File: config.mk
export PLATFORM = sky130hd
export DESIGN_NAME = first_counter_monitor
export DESIGN_NICKNAME = d
export VERILOG_FILES = /design/src/rtl/first_counter_pkg.sv /design/src/rtl/first_counter_wrap_detect.sv /design/src/rtl/first_counter_monitor.sv
export SDC_FILE = /design/constraint.sdc
export NUM_CORES = 1
export LEC_CHECK = 0
export ABC_AREA = 0
export BUFFER_PORTS_ARGS = -buffer_cell sky130_fd_sc_hd__buf_2
export CAP_MARGIN = 10
export CORE_AREA = 4 4 70 72
export DETAILED_ROUTE_END_ITERATION = 10
export DIE_AREA = 0 0 74 76
export GPL_ROUTABILITY_DRIVEN = 0
export SETUP_SLACK_MARGIN = 0.02
export SKIP_LAST_GASP = 1
export SLEW_MARGIN = 25
export SYNTH_ARGS = -nofsm -noshare
export SYNTH_HDL_FRONTEND = slang
export SYNTH_SLANG_ARGS = --single-unit
File: constraint.sdc
create_clock -name clk -period 3.1 [get_ports clk]
set_clock_uncertainty 0.05 [all_clocks]
set_input_delay 0.155 -clock clk [delete_from_list [all_inputs] [get_ports clk]]
set_output_delay 0.155 -clock clk [all_outputs]
set_load 0.1 [all_outputs]
File: src/rtl/first_counter_pkg.sv
// ============================================================================
// Module   : first_counter_pkg
// Brief    : Shared widths and monitor state encoding for the first counter.
// Revision : 1.0
// ============================================================================
`default_nettype none

package first_counter_pkg;

    localparam int COUNT_W = 4;
    localparam logic [COUNT_W-1:0] COUNT_MAX = 4'hF;

    typedef enum logic [1:0] {
        IDLE    = 2'd0,
        ARMED   = 2'd1,
        PENDING = 2'd2,
        HOLDOFF = 2'd3
    } mon_state_t;

endpackage

`default_nettype wire

File: src/rtl/first_counter_wrap_detect.sv
// ============================================================================
// Module   : first_counter_wrap_detect
// Brief    : Registers the previous counter/overflow values and flags 15->0
//            wraps and upstream resets. FIRST_COUNTER_MATCH_EN adds a match edge.
// Revision : 1.0
// ============================================================================
`default_nettype none

module first_counter_wrap_detect (
    input  logic                                 clk,
    input  logic                                 reset,
    input  logic [first_counter_pkg::COUNT_W-1:0] counter_in,
    input  logic                                 overflow_in,
`ifdef FIRST_COUNTER_MATCH_EN
    input  logic [first_counter_pkg::COUNT_W-1:0] match_value,
    output logic                                 match_edge,
`endif
    output logic                                 wrap,
    output logic                                 up_reset
);
    import first_counter_pkg::*;

    logic [COUNT_W-1:0] r_prev;
    logic               r_prev_ovf;

    always_ff @(posedge clk) begin
        if (reset) begin
            r_prev     <= '0;
            r_prev_ovf <= 1'b0;
        end else begin
            r_prev     <= counter_in;
            r_prev_ovf <= overflow_in;
        end
    end

    assign wrap     = (r_prev == COUNT_MAX) && (counter_in == '0);
    // A falling sticky flag can only mean the upstream counter was reset.
    assign up_reset = r_prev_ovf && !overflow_in;

`ifdef FIRST_COUNTER_MATCH_EN
    assign match_edge = (counter_in == match_value) && (r_prev != match_value);
`endif

endmodule

`default_nettype wire

File: src/rtl/first_counter_monitor.sv
// ============================================================================
// Module   : first_counter_monitor
// Brief    : Counts counter wraps and raises an acked level IRQ every
//            IRQ_EVERY wraps. FIRST_COUNTER_MATCH_EN adds match_value/match_out.
// Revision : 1.0
// ============================================================================
`default_nettype none

module first_counter_monitor #(
    parameter int WRAP_W    = 8,
    parameter int IRQ_EVERY = 1,
    parameter int HOLDOFF   = 2
) (
    input  logic                                 clk,
    input  logic                                 reset,
    input  logic [first_counter_pkg::COUNT_W-1:0] counter_in,
    input  logic                                 overflow_in,
    input  logic                                 irq_ack,
`ifdef FIRST_COUNTER_MATCH_EN
    input  logic [first_counter_pkg::COUNT_W-1:0] match_value,
    output logic                                 match_out,
`endif
    output logic                                 irq_out,
    output logic [WRAP_W-1:0]                    wrap_count_out,
    output logic                                 missed_out,
    output logic [1:0]                           state_out
);
    import first_counter_pkg::*;

    localparam logic [1:0]        S_IDLE      = first_counter_pkg::IDLE;
    localparam logic [1:0]        S_ARMED     = first_counter_pkg::ARMED;
    localparam logic [1:0]        S_PENDING   = first_counter_pkg::PENDING;
    localparam logic [1:0]        S_HOLDOFF   = first_counter_pkg::HOLDOFF;
    localparam logic [WRAP_W-1:0] C_IRQ_EVERY = WRAP_W'(IRQ_EVERY);
    localparam logic [WRAP_W-1:0] C_WRAP_MAX  = '1;
    localparam logic [3:0]        C_HOLD_LOAD = 4'(HOLDOFF - 1);

    logic              w_wrap;
    logic              w_up_reset;
    logic [WRAP_W-1:0] w_since_next;
    logic [WRAP_W-1:0] w_count_inc;
    logic              w_hit;

    logic [1:0]        r_state;
    logic              r_irq;
    logic [WRAP_W-1:0] r_wrap_count;
    logic [WRAP_W-1:0] r_since;
    logic              r_missed;
    logic [3:0]        r_hold;

`ifdef FIRST_COUNTER_MATCH_EN
    logic w_match_edge;
    logic r_match;
`endif

    first_counter_wrap_detect u_detect (
        .clk         (clk),
        .reset       (reset),
        .counter_in  (counter_in),
        .overflow_in (overflow_in),
`ifdef FIRST_COUNTER_MATCH_EN
        .match_value (match_value),
        .match_edge  (w_match_edge),
`endif
        .wrap        (w_wrap),
        .up_reset    (w_up_reset)
    );

    assign w_since_next = r_since + WRAP_W'(1);
    assign w_count_inc  = (r_wrap_count == C_WRAP_MAX) ? r_wrap_count
                                                       : r_wrap_count + WRAP_W'(1);
    assign w_hit        = w_wrap && (w_since_next == C_IRQ_EVERY);

    always_ff @(posedge clk) begin
        if (reset) begin
            r_state      <= S_IDLE;
            r_irq        <= 1'b0;
            r_wrap_count <= '0;
            r_since      <= '0;
            r_missed     <= 1'b0;
            r_hold       <= 4'd0;
        end else if (w_up_reset) begin
            r_state      <= S_IDLE;
            r_irq        <= 1'b0;
            r_wrap_count <= '0;
            r_since      <= '0;
            r_hold       <= 4'd0;
        end else begin
            case (r_state)
                S_IDLE: begin
                    if (overflow_in) r_state <= S_ARMED;
                end
                S_ARMED: begin
                    if (w_wrap) begin
                        r_wrap_count <= w_count_inc;
                        if (w_hit) begin
                            r_since <= '0;
                            r_irq   <= 1'b1;
                            r_state <= S_PENDING;
                        end else begin
                            r_since <= w_since_next;
                        end
                    end
                end
                S_PENDING, S_HOLDOFF: begin
                    // An interval completed while the previous IRQ is still outstanding.
                    if (w_wrap) begin
                        r_wrap_count <= w_count_inc;
                        if (w_hit) begin
                            r_since  <= '0;
                            r_missed <= 1'b1;
                        end else begin
                            r_since  <= w_since_next;
                        end
                    end
                    if (r_state == S_PENDING) begin
                        if (irq_ack) begin
                            r_irq <= 1'b0;
                            if (HOLDOFF == 0) begin
                                r_state <= S_ARMED;
                            end else begin
                                r_state <= S_HOLDOFF;
                                r_hold  <= C_HOLD_LOAD;
                            end
                        end
                    end else if (r_hold == 4'd0) begin
                        r_state <= S_ARMED;
                    end else begin
                        r_hold <= r_hold - 4'd1;
                    end
                end
                default: r_state <= S_IDLE;
            endcase
        end
    end

`ifdef FIRST_COUNTER_MATCH_EN
    always_ff @(posedge clk) begin
        if (reset) r_match <= 1'b0;
        else       r_match <= w_match_edge && (r_state != S_IDLE);
    end
    assign match_out = r_match;
`endif

    assign irq_out        = r_irq;
    assign wrap_count_out = r_wrap_count;
    assign missed_out     = r_missed;
    assign state_out      = r_state;

endmodule

`default_nettype wire

==> impl_metrics.csv, run 1 <==
group,metric,value,unit
global_routing,overflow,0,
cts,root_buffer,"clkbuf_8",
layout,finalNonFillerCells,236,
global_routing,grt_pass1_wl,4.45,mm
cts,hold_buffers,0,
timing,max_freq,0.456,GHz
logic_synthesis,synth_fp_nets,179,
die,design.die.area,0.00562,mm2
critical_path,crit_top_cell,"and3_1",
placement,dp.cells,228,
logic_synthesis,synth_top_area_share,40.3,%
die,die_h,76,um
cts,path_clk_slew,0.06,ns
cts,clockBufferDepth,2,
timing,setup_viol_count_final,0,
logic_synthesis,syn_inst,161,
timing,finalCritPeriodShare,70.7,%
logic_synthesis,yosysSeqAreaShare,40.3,%
critical_path,cp_top_family,"simple AND/OR/NAND/NOR gates",
critical_path,crit_arrival,2.29,ns
layout,layout_commonest_cell,"dfxtp_1",
cts,cts_tree,"done",
logic_synthesis,synth_seq_cells,29,
drt,routed_via_density,4.74,
critical_path,crit_type,"register to register",
job,cap_violations,0,
worst_hold_path,min_path_type,"primary input to register",
power_and_ir_drop,clkPwrFrac,38.9,%
global_routing,grt_max_degree,24,
layout,n_antenna_cell,0,
timing,finalSetupTns,0,ns
cts,insertion_delay,0.27,ns
layout,finalInstanceArea,0.00170,mm2
logic_synthesis,synthesis.area,0.00144,mm2
critical_path,start_kind,"register",
power_and_ir_drop,ir_drop,0.000240,V
power_and_ir_drop,pwr-share-seq,39.7,%
placement,place_area,0.00158,mm2
drt,drtIter0Drc,29,
power_and_ir_drop,switching_share,30.8,%
timing,finalHoldViolations,0,
timing,finalCriticalPeriod,2.19,ns
power_and_ir_drop,powerDensity,602,mW/mm2
timing,max_slew_margin,44.8,%
drt,vias,1118,
cts,cts_made_buffers,5,
drt,ant_nets,0,
power_and_ir_drop,leakage,0.690,nW
die,rows,24,
cts,postCtsSetupRepairBufs,0,
timing,worst_slack,0.909,ns
outcome,status,"complete, no violations",
critical_path,crit_required,3.20,ns
cts,clkSinkCount,29,
timing,rsz0062_at_grt,"no",
placement,place_ws,0.920,ns
timing,tightest_slew,0.822,ns
timing,slew_violations,0,
critical_path,crit_slowest_cell,"o31ai_1",
placement,dp_hpwl,1.92,mm
global_routing,grt_usage,10.1,%
logic_synthesis,synth_area_per_cell,8.95,um2
logic_synthesis,yosysWarningCount,0,
placement,numPortBuffers,19,
die,io_pins,20,
layout,final_nets,201,
power_and_ir_drop,p_sw,0.000314,W
critical_path,end_kind,"register",
drt,remaining_drc_errors,0,
power_and_ir_drop,combPwrFrac,21.4,%
global_routing,grt_pass1_vias,972,
cts,post_cts_resized,0,
logic_synthesis,synth_cell_types,32,
layout,final_layout_size_suffix_gt1_share,16.8,%
drt,first_pass_iters,6,
power_and_ir_drop,p_int,0.000707,W
global_routing,antenna_found_initial,0,
critical_path,critPathMaxFanout,8,
logic_synthesis,synth_top_area_cell,"dfxtp_1",
critical_path,critPathMaxStageDelay,0.59,ns
layout,area_delta_synth_final,17.6,%
die,coreArea,0.00429,mm2
critical_path,timing.critical_path.buf_inv,0,
die,start_util,33.6,%
critical_path,path_cells,"ha_1 -> and3_1 -> nor4_1 -> a31oi_1 -> o31ai_1 -> and3_1 -> nor3_1",
die,die_x,74,um
drt,wl,2.56,mm
cts,ctsHtreeMaxLevel,2,
drt,detail_route.wl_per_cell,10.8,um
logic_synthesis,ys_top_cells_by_area,"dfxtp_1 40%, ha_1 8.7%, xor2_1 7.9%, nor2_1 5.7%, nand4_1 3.5%",
layout,final_cell_mix,"29 x dfxtp_1, 22 x nor2_1, 19 x buf_2",
state kept, by name (all words and copies together) (netlist names):
name	flops
r_since	8
state_out	2
wrap_count_out	8
irq_out	1
u_detect.r_prev_ovf	1
missed_out	1
r_hold	4
u_detect.r_prev	4
area by class of cell:
class	count	area [um2]
clock inverters	1	30.0
multi-input cells	119	805
clock buffers	7	86.3
well taps	52	65.1
fillers	454	2600
flip-flops and latches	29	581
inverters	9	33.8
repair buffers	19	95.1
Yosys cell counts (all sizes together):
master and count:
a211o 2, a211oi 1, a21oi 8, a221oi 1
a311oi 1, a31o 1, a31oi 2, and2 1
and3 5, and4b 1, buf 1, clkbuf 3
dfxtp 29, ha 10, inv 9, mux2i 1
nand2 10, nand2b 2, nand3 5, nand3b 1
nand4 8, nor2 22, nor2b 5, nor3 8
nor4 1, o31ai 1, or2 1, or3 3
or4 1, xnor2 4, xor2 13
final timing paths:
check                                           to  slack, ns           from  depth (start not counted)
worst max-delay path                  state_out[0]       0.91     r_since[0]                          7
worst min-delay path            u_detect.r_prev[1]       0.05  counter_in[1]                          2
worst max register to register        state_out[0]       0.91     r_since[0]                          7
worst min register to register          missed_out       0.44     missed_out                          2
layer usage:
layer | GRT usage [%] | routed length, um | up-vias
li1 | - | - | 593
met1 | 13.0 | 1280 | 505
met2 | 14.8 | 1150 | 18
met3 | 3.96 | 96 | 2
met4 | 4.35 | 28 | 0
met5 | 0 | 0 | -
through the flow:
step | power, W | hold slack [ns] | utilization [%]
2_1_floorplan | 0.000591 | 0.172 | -
3_3_place_gp | 0.000633 | 0.336 | 36.8
3_5_place_dp | 0.000633 | 0.336 | 36.8
4_1_cts | 0.00104 | 0.0432 | 39.5
5_1_grt | 0.00107 | 0.0552 | 39.5
6_report | 0.00102 | 0.0525 | 39.5
cell families after synthesis:
logic type,after synthesis,synth area share (%)
buffers and inverters,13,3.91
flip-flops,29,40.3
adder cells (fa/ha/maj),10,8.68
multiplexers,1,0.694
XOR/XNOR,17,10.3
AND/OR/NAND/NOR,74,26.1
AO/OA/AOI/OAI,17,9.98
power groups by stage:
| stage | clock, W | combinational (W) | sequential [W] |
|---|---|---|---|
| 2_1_floorplan | 0 | 0.0000857 | 0.000505 |
| 3_3_place_gp | 0 | 0.000219 | 0.000414 |
| 3_5_place_dp | 0 | 0.000219 | 0.000414 |
| 4_1_cts | 0.000413 | 0.000220 | 0.000405 |
| 5_1_grt | 0.000428 | 0.000236 | 0.000408 |
| 6_report | 0.000398 | 0.000218 | 0.000405 |
Note: power is estimated with default switching activity, not from simulation.
==> inputs of run 2 (changes only) <==
==> constraint.sdc (replaced) <==
create_clock -name clk -period 1.9 [get_ports clk]
set_clock_uncertainty 0.05 [all_clocks]
set_input_delay 0.095 -clock clk [delete_from_list [all_inputs] [get_ports clk]]
set_output_delay 0.095 -clock clk [all_outputs]
set_load 0.1 [all_outputs]
==> run 2 against run 1 <==
Final cell count grew 7.6%. Critical endpoint is now r_since[0]. Count of clock-buffer cells in the layout is the same. First-iteration DRC count increased by 90%. Largest power group unchanged. Critical path type unchanged. Die area is the same.
==> impl_metrics.csv, run 2 (same netlist as run 1, synthesis figures left out) <==
group,metric,value,unit
outcome,status,"complete, no violations",
critical_path,reg2reg_depth,8,
power_and_ir_drop,powerDensity,887,mW/mm2
job,cap_violations,0,
power_and_ir_drop,combPwrFrac,25.1,%
cts,clkSinkCount,29,
die,die_x,74,um
layout,area_delta_synth_final,33.5,%
timing,setup_viol_count_final,0,
timing,tightest_slew,0.489,ns
cts,cts_tree,"done",
timing,max_slew_margin,67.4,%
drt,vias,1217,
timing,max_freq,0.549,GHz
die,die_h,76,um
layout,final_layout_size_suffix_gt1_share,34.7,%
layout,n_antenna_cell,0,
global_routing,overflow,0,
critical_path,rr_endpoint,"r_since[0]",
layout,seqCellArea,599,um2
timing,finalSetupTns,0,ns
global_routing,grt_pass1_vias,1178,
critical_path,rrSetupSlack,0.08,ns
placement,numPortBuffers,19,
critical_path,crit_required,2.06,ns
cts,clockBufferDepth,2,
power_and_ir_drop,pwr-share-seq,39.0,%
cts,cts_made_buffers,5,
timing,finalCriticalPeriod,1.82,ns
timing,finalHoldViolations,0,
cts,path_clk_slew,0.07,ns
power_and_ir_drop,clkPwrFrac,35.9,%
die,rows,24,
die,io_pins,20,
placement,dp.cells,243,
placement,dp_hpwl,2.13,mm
critical_path,critPathMaxFanout,3,
critical_path,crit_arrival,1.98,ns
die,start_util,33.6,%
critical_path,start_kind,"register",
power_and_ir_drop,p_sw,0.000550,W
worst_hold_path,min_path_type,"primary input to register",
global_routing,grt_max_degree,24,
layout,final_cell_mix,"21 x nor2_1, 19 x buf_2, 18 x dfxtp_1",
layout,fill_cells,430,
drt,wl,2.92,mm
layout,multiInputGateArea,861,um2
global_routing,antenna_found_initial,0,
die,design.die.area,0.00562,mm2
layout,layout_commonest_cell,"nor2_1",
drt,ant_nets,0,
cts,insertion_delay,0.28,ns
drt,routed_via_density,4.79,
timing,slew_violations,0,
layout,final_nets,219,
worst_hold_path,hold_end,"u_detect.r_prev_ovf",
critical_path,end_kind,"register",
timing,finalCritPeriodShare,95.8,%
timing,rsz0062_at_grt,"yes",
cts,ctsHtreeMaxLevel,2,
drt,detail_route.wl_per_cell,11.5,um
power_and_ir_drop,leakage,0.784,nW
power_and_ir_drop,p_int,0.00116,W
critical_path,crit_type,"register to register",
die,coreArea,0.00429,mm2
layout,finalNonFillerCells,254,
drt,remaining_drc_errors,0,
power_and_ir_drop,switching_share,32.2,%
drt,drtIter0Drc,55,
cts,root_buffer,"clkbuf_8",
worst_hold_path,whs_path_depth,2,
worst_hold_path,hp-start,"reset",
critical_path,rr_startpoint,"r_since[0]",
global_routing,grt_pass1_wl,5.13,mm
drt,first_pass_iters,4,
global_routing,grt_usage,11.6,%
power_and_ir_drop,ir_drop,0.000624,V
[run 2: changes by cell type in the layout (fill, tap and decap cells not counted), sizes merged]
cell         delta
dlygate4sd3     +3
buf            +15
clkinvlp        +1
bufinv          -1
[run 2: what timing repair did]
item	CTS	global route
endpoints found under the setup margin	3	4
gates resized for setup	3	10
pin swaps	1	4
buffers inserted	0	1
gates cloned	0	0
endpoints found under the hold margin	3	0
hold buffers	3	0
[run 2: area by class of cell]
cell class,count,share of cell area (%)
multi-input cells,119,44.7
flip-flops and latches,29,31.1
repair buffers,37,12.7
clock buffers,7,5.59
well taps,52,3.38
inverters,9,2.02
clock inverters,1,0.390
[run 2: worst max path at each step]
stage	startpoint	cells past startpoint	slack (ns)	to
final	r_since[0]	8	0.08	r_since[0]
after global routing	r_since[0]	8	-0.005	state_out[0]
after detailed placement	counter_in[1]	7	-0.14	wrap_count_out[5]
after floorplan	state_out[1]	8	-0.17	wrap_count_out[7]
after global placement	counter_in[1]	7	-0.08	wrap_count_out[7]
after CTS	r_since[0]	8	0.07	r_since[0]
[run 2: worst max-delay path, stage by stage, from the launching register on]
cell and delay, ns:
dfxtp_2 0.34, ha_2 0.18, and3_4 0.20, nor4_2 0.04, a31oi_1 0.25, nor3_1 0.09, buf_4 0.14, or3_1 0.33
a21oi_1 0.11
[run 2: layer usage]
metal  vias to the layer above  GRT usage [%]  wire, um
met2                        17           18.4      1420
met4                         0           3.80        34
met3                         5           4.75       134
met1                       565           14.0      1330
li1                        630              -         -
met5                         -              0         0
[run 2: power groups by stage]
stage / clock network [W] / registers [W] / logic [W]
detailed placement: 0 / 0.000680 / 0.000416
floorplan: 0 / 0.000839 / 0.000165
finish: 0.000613 / 0.000666 / 0.000428
global route: 0.000663 / 0.000670 / 0.000472
global placement: 0 / 0.000679 / 0.000418
CTS: 0.000634 / 0.000666 / 0.000424
[run 2: per-stage QoR]
step	hold slack, ns	instance area (um2)	power [W]	util, %	worst slack (ns)
after floorplan	0.112	1480	0.00100	-	-0.168
after global placement	0.284	1730	0.00110	40.3	-0.0750
after detailed placement	0.280	1730	0.00110	40.3	-0.140
after CTS	0.000130	1880	0.00172	43.9	0.0699
after global routing	0.0176	1920	0.00180	44.8	-0.00502
final	0.00767	1920	0.00171	44.8	0.0792
==> inputs of run 3 (changes only) <==
--- a/config.mk
+++ b/config.mk
@@ -5,12 +5,12 @@
 export SDC_FILE = /design/constraint.sdc
 export NUM_CORES = 1
 export LEC_CHECK = 0
-export ABC_AREA = 0
+export ABC_AREA = 1
 export BUFFER_PORTS_ARGS = -buffer_cell sky130_fd_sc_hd__buf_2
 export CAP_MARGIN = 10
-export CORE_AREA = 4 4 70 72
+export CORE_AREA = 4 4 73 75
 export DETAILED_ROUTE_END_ITERATION = 10
-export DIE_AREA = 0 0 74 76
+export DIE_AREA = 0 0 77 79
 export GPL_ROUTABILITY_DRIVEN = 0
 export SETUP_SLACK_MARGIN = 0.02
 export SKIP_LAST_GASP = 1
==> run 3 against run 2 <==
Fmax grew 6.9%. Synthesized area grew 12%. Power grew 2.8%. Sequential power grew 5.1%. Combinational power grew 27%.
==> impl_metrics.csv, run 3 <==
group,metric,value,unit
power_and_ir_drop,p_sw,0.000640,W
critical_path,crit_arrival,1.83,ns
logic_synthesis,synth.most_common_cell,"nand2_1",
critical_path,path_cells,"ha_1 -> nand3_1 -> nor2_1 -> xnor2_1 -> nand3_4 -> nand2_4 -> nand3_1 -> nand2_1 -> nor2_1",
critical_path,rr_endpoint,"state_out[0]",
logic_synthesis,syn_inst,234,
global_routing,overflow,0,
global_routing,grt_pass1_vias,1325,
critical_path,cp-endpoint,"state_out[0]",
die,design.die.area,0.00608,mm2
cts,root_buffer,"clkbuf_8",
layout,finalInstanceArea,0.00198,mm2
critical_path,rrSetupSlack,0.20,ns
timing,max_freq,0.587,GHz
timing,worst_slack,0.197,ns
worst_hold_path,hp-start,"reset",
timing,whs,0.0117,ns
critical_path,critPathMaxStageDelay,0.41,ns
logic_synthesis,ys_top_cells_by_area,"dfxtp_1 36%, nand2_1 10%, inv_1 9.7%, ha_1 7.7%, nor2_1 6.7%",
cts,path_clk_slew,0.06,ns
power_and_ir_drop,clkPwrFrac,29.3,%
placement,place_area,0.00181,mm2
timing,rsz0062_at_grt,"yes",
power_and_ir_drop,powerDensity,886,mW/mm2
drt,first_pass_iters,4,
timing,max_slew_margin,67.6,%
layout,final_nets,287,
die,rows,25,
drt,ant_nets,0,
cts,insertion_delay,0.28,ns
timing,slew_violations,0,
logic_synthesis,synth_top_area_cell,"dfxtp_1",
drt,remaining_drc_errors,0,
timing,finalSetupTns,0,ns
timing,setup_viol_count_final,0,
power_and_ir_drop,pwr-share-seq,39.9,%
power_and_ir_drop,ir_drop,0.000507,V
cts,clockBufferDepth,2,
drt,drtIter0Drc,49,
outcome,status,"complete, no violations",
placement,dp.cells,308,
power_and_ir_drop,p_int,0.00112,W
logic_synthesis,synth_edf_count,0,
critical_path,crit_start,"r_since[1]",
die,die_h,79,um
cts,cts_tree,"done",
timing,finalHoldViolations,0,
logic_synthesis,ys_async_sr_fraction,0,%
drt,routed_via_density,4.47,
layout,area_delta_synth_final,22.5,%
logic_synthesis,synth_top_area_share,35.9,%
placement,place_ws,0.184,ns
layout,n_antenna_cell,0,
logic_synthesis,synth_area_per_cell,6.91,um2
logic_synthesis,synth_seq_cells,29,
timing,finalCriticalPeriod,1.70,ns
timing,finalCritPeriodShare,89.6,%
layout,final_layout_size_suffix_gt1_share,22.6,%
critical_path,crit_required,2.02,ns
critical_path,rr_startpoint,"r_since[1]",
placement,dp_hpwl,2.44,mm
logic_synthesis,yosysSeqAreaShare,35.9,%
global_routing,grt_pass1_wl,5.69,mm
die,die_x,77,um
timing,tightest_slew,0.489,ns
global_routing,grt_max_degree,11,
critical_path,crit_slowest_cell,"dfxtp_1",
die,start_util,34.7,%
layout,finalNonFillerCells,324,
power_and_ir_drop,leakage,0.882,nW
cts,ctsHtreeMaxLevel,2,
die,io_pins,20,
placement,numPortBuffers,19,
global_routing,grt_usage,11.6,%
drt,wl,3.25,mm
cts,cts_made_buffers,5,
logic_synthesis,synth_fp_nets,252,
critical_path,reg2reg_depth,9,
critical_path,critPathMaxFanout,6,
die,coreArea,0.00466,mm2
logic_synthesis,yosys_most_used_dff,"dfxtp_1",
logic_synthesis,synth_commonest_cells,"45 x nand2_1, 42 x inv_1, 29 x dfxtp_1, 29 x nor2_1, 19 x a21oi_1",
logic_synthesis,synth_cell_types,26,
cts,clkSinkCount,29,
layout,layout_commonest_cell,"nand2_1",
logic_synthesis,synthesis.area,0.00162,mm2
drt,detail_route.wl_per_cell,10.0,um
logic_synthesis,yosysWarningCount,0,
critical_path,crit_type,"register to register",
power_and_ir_drop,switching_share,36.5,%
global_routing,antenna_found_initial,0,
critical_path,end_kind,"register",
worst_hold_path,min_path_type,"primary input to register",
job,cap_violations,0,
power_and_ir_drop,combPwrFrac,30.9,%
drt,vias,1447,
layout,final_cell_mix,"44 x nand2_1, 41 x inv_1, 28 x nor2_1",
critical_path,start_kind,"register",
run 3: cell count changes after synthesis, moves of 4 or more:
cell and change:
nor2_1 +7, nand2_2 +5, a21oi_1 +11, o21ai_0 +11, nand3_1 +7, nand2_1 +35
inv_1 +33, nand4_1 -4, and3_1 -4, nor3_1 -4, xor2_1 -11, nor2b_1 -5
run 3: how the worst min path moves through the flow:
stage,endpoint,depth (start not counted),slack [ns]
floorplan,u_detect.r_prev[0],1,0.12
global placement,u_detect.r_prev[3],3,0.28
detailed placement,u_detect.r_prev[3],3,0.28
CTS,u_detect.r_prev[0],2,0.003
global route,u_detect.r_prev[2],2,0.02
finish,u_detect.r_prev[2],2,0.01
run 3: worst max-delay path, delay by kind of cell (launching register included):
family	cells	cell delay, ns
xor gates and xnor gates	1	0.22
adders and majority gates	1	0.24
DFF	1	0.41
and+or+nand+nor	7	0.67
run 3: through the flow:
step | power [W] | util [%]
2_1_floorplan | 0.00114 | -
3_3_place_gp | 0.00124 | 38.8
3_5_place_dp | 0.00124 | 38.8
4_1_cts | 0.00177 | 41.7
5_1_grt | 0.00187 | 42.5
6_report | 0.00176 | 42.5
run 3: cell families (layout without fill, tap and decap cells):
| logic type | count (synthesis) | count (layout) | synth area share (%) |
|---|---|---|---|
| compound gates | 37 | 37 | 12.4 |
| xor+xnor | 4 | 4 | 2.17 |
| fa+ha+maj | 10 | 10 | 7.73 |
| buf+inv | 45 | 81 | 10.5 |
| flops | 29 | 29 | 35.9 |
| simple gates | 109 | 109 | 31.3 |
run 3: layout make-up:
| type | instances | area [um2] |
|---|---|---|
| fill | 477 | 2680 |
| multi-input combinational | 160 | 877 |
| sequential | 29 | 601 |
| timing repair buffer | 29 | 180 |
| inverter | 44 | 165 |
| clock buffer | 6 | 82.6 |
| tap | 54 | 67.6 |
| clock inverter | 2 | 8.76 |
run 3: layer usage:
metal / GRT usage [%] / part of all wire [%]
met1: 14.0 / 51
met2: 18.7 / 44
met3: 3.40 / 2.8
met4: 5.87 / 2.2
met5: 0 / 0
run 3: timing repair:
item / in CTS / in global routing
resized for setup: 0 / 4
setup endpoints to repair: 0 / 4
setup buffers: 0 / 4
hold buffers: 4 / 0
endpoints found under the hold margin: 4 / 0
run 3: power by group through the flow:
stage	registers [W]	logic, W	clock network (W)
after floorplan	0.000843	0.000299	0
after global placement	0.000715	0.000526	0
after detailed placement	0.000714	0.000525	0
after CTS	0.000701	0.000534	0.000531
after global routing	0.000709	0.000597	0.000561
final	0.000700	0.000542	0.000514
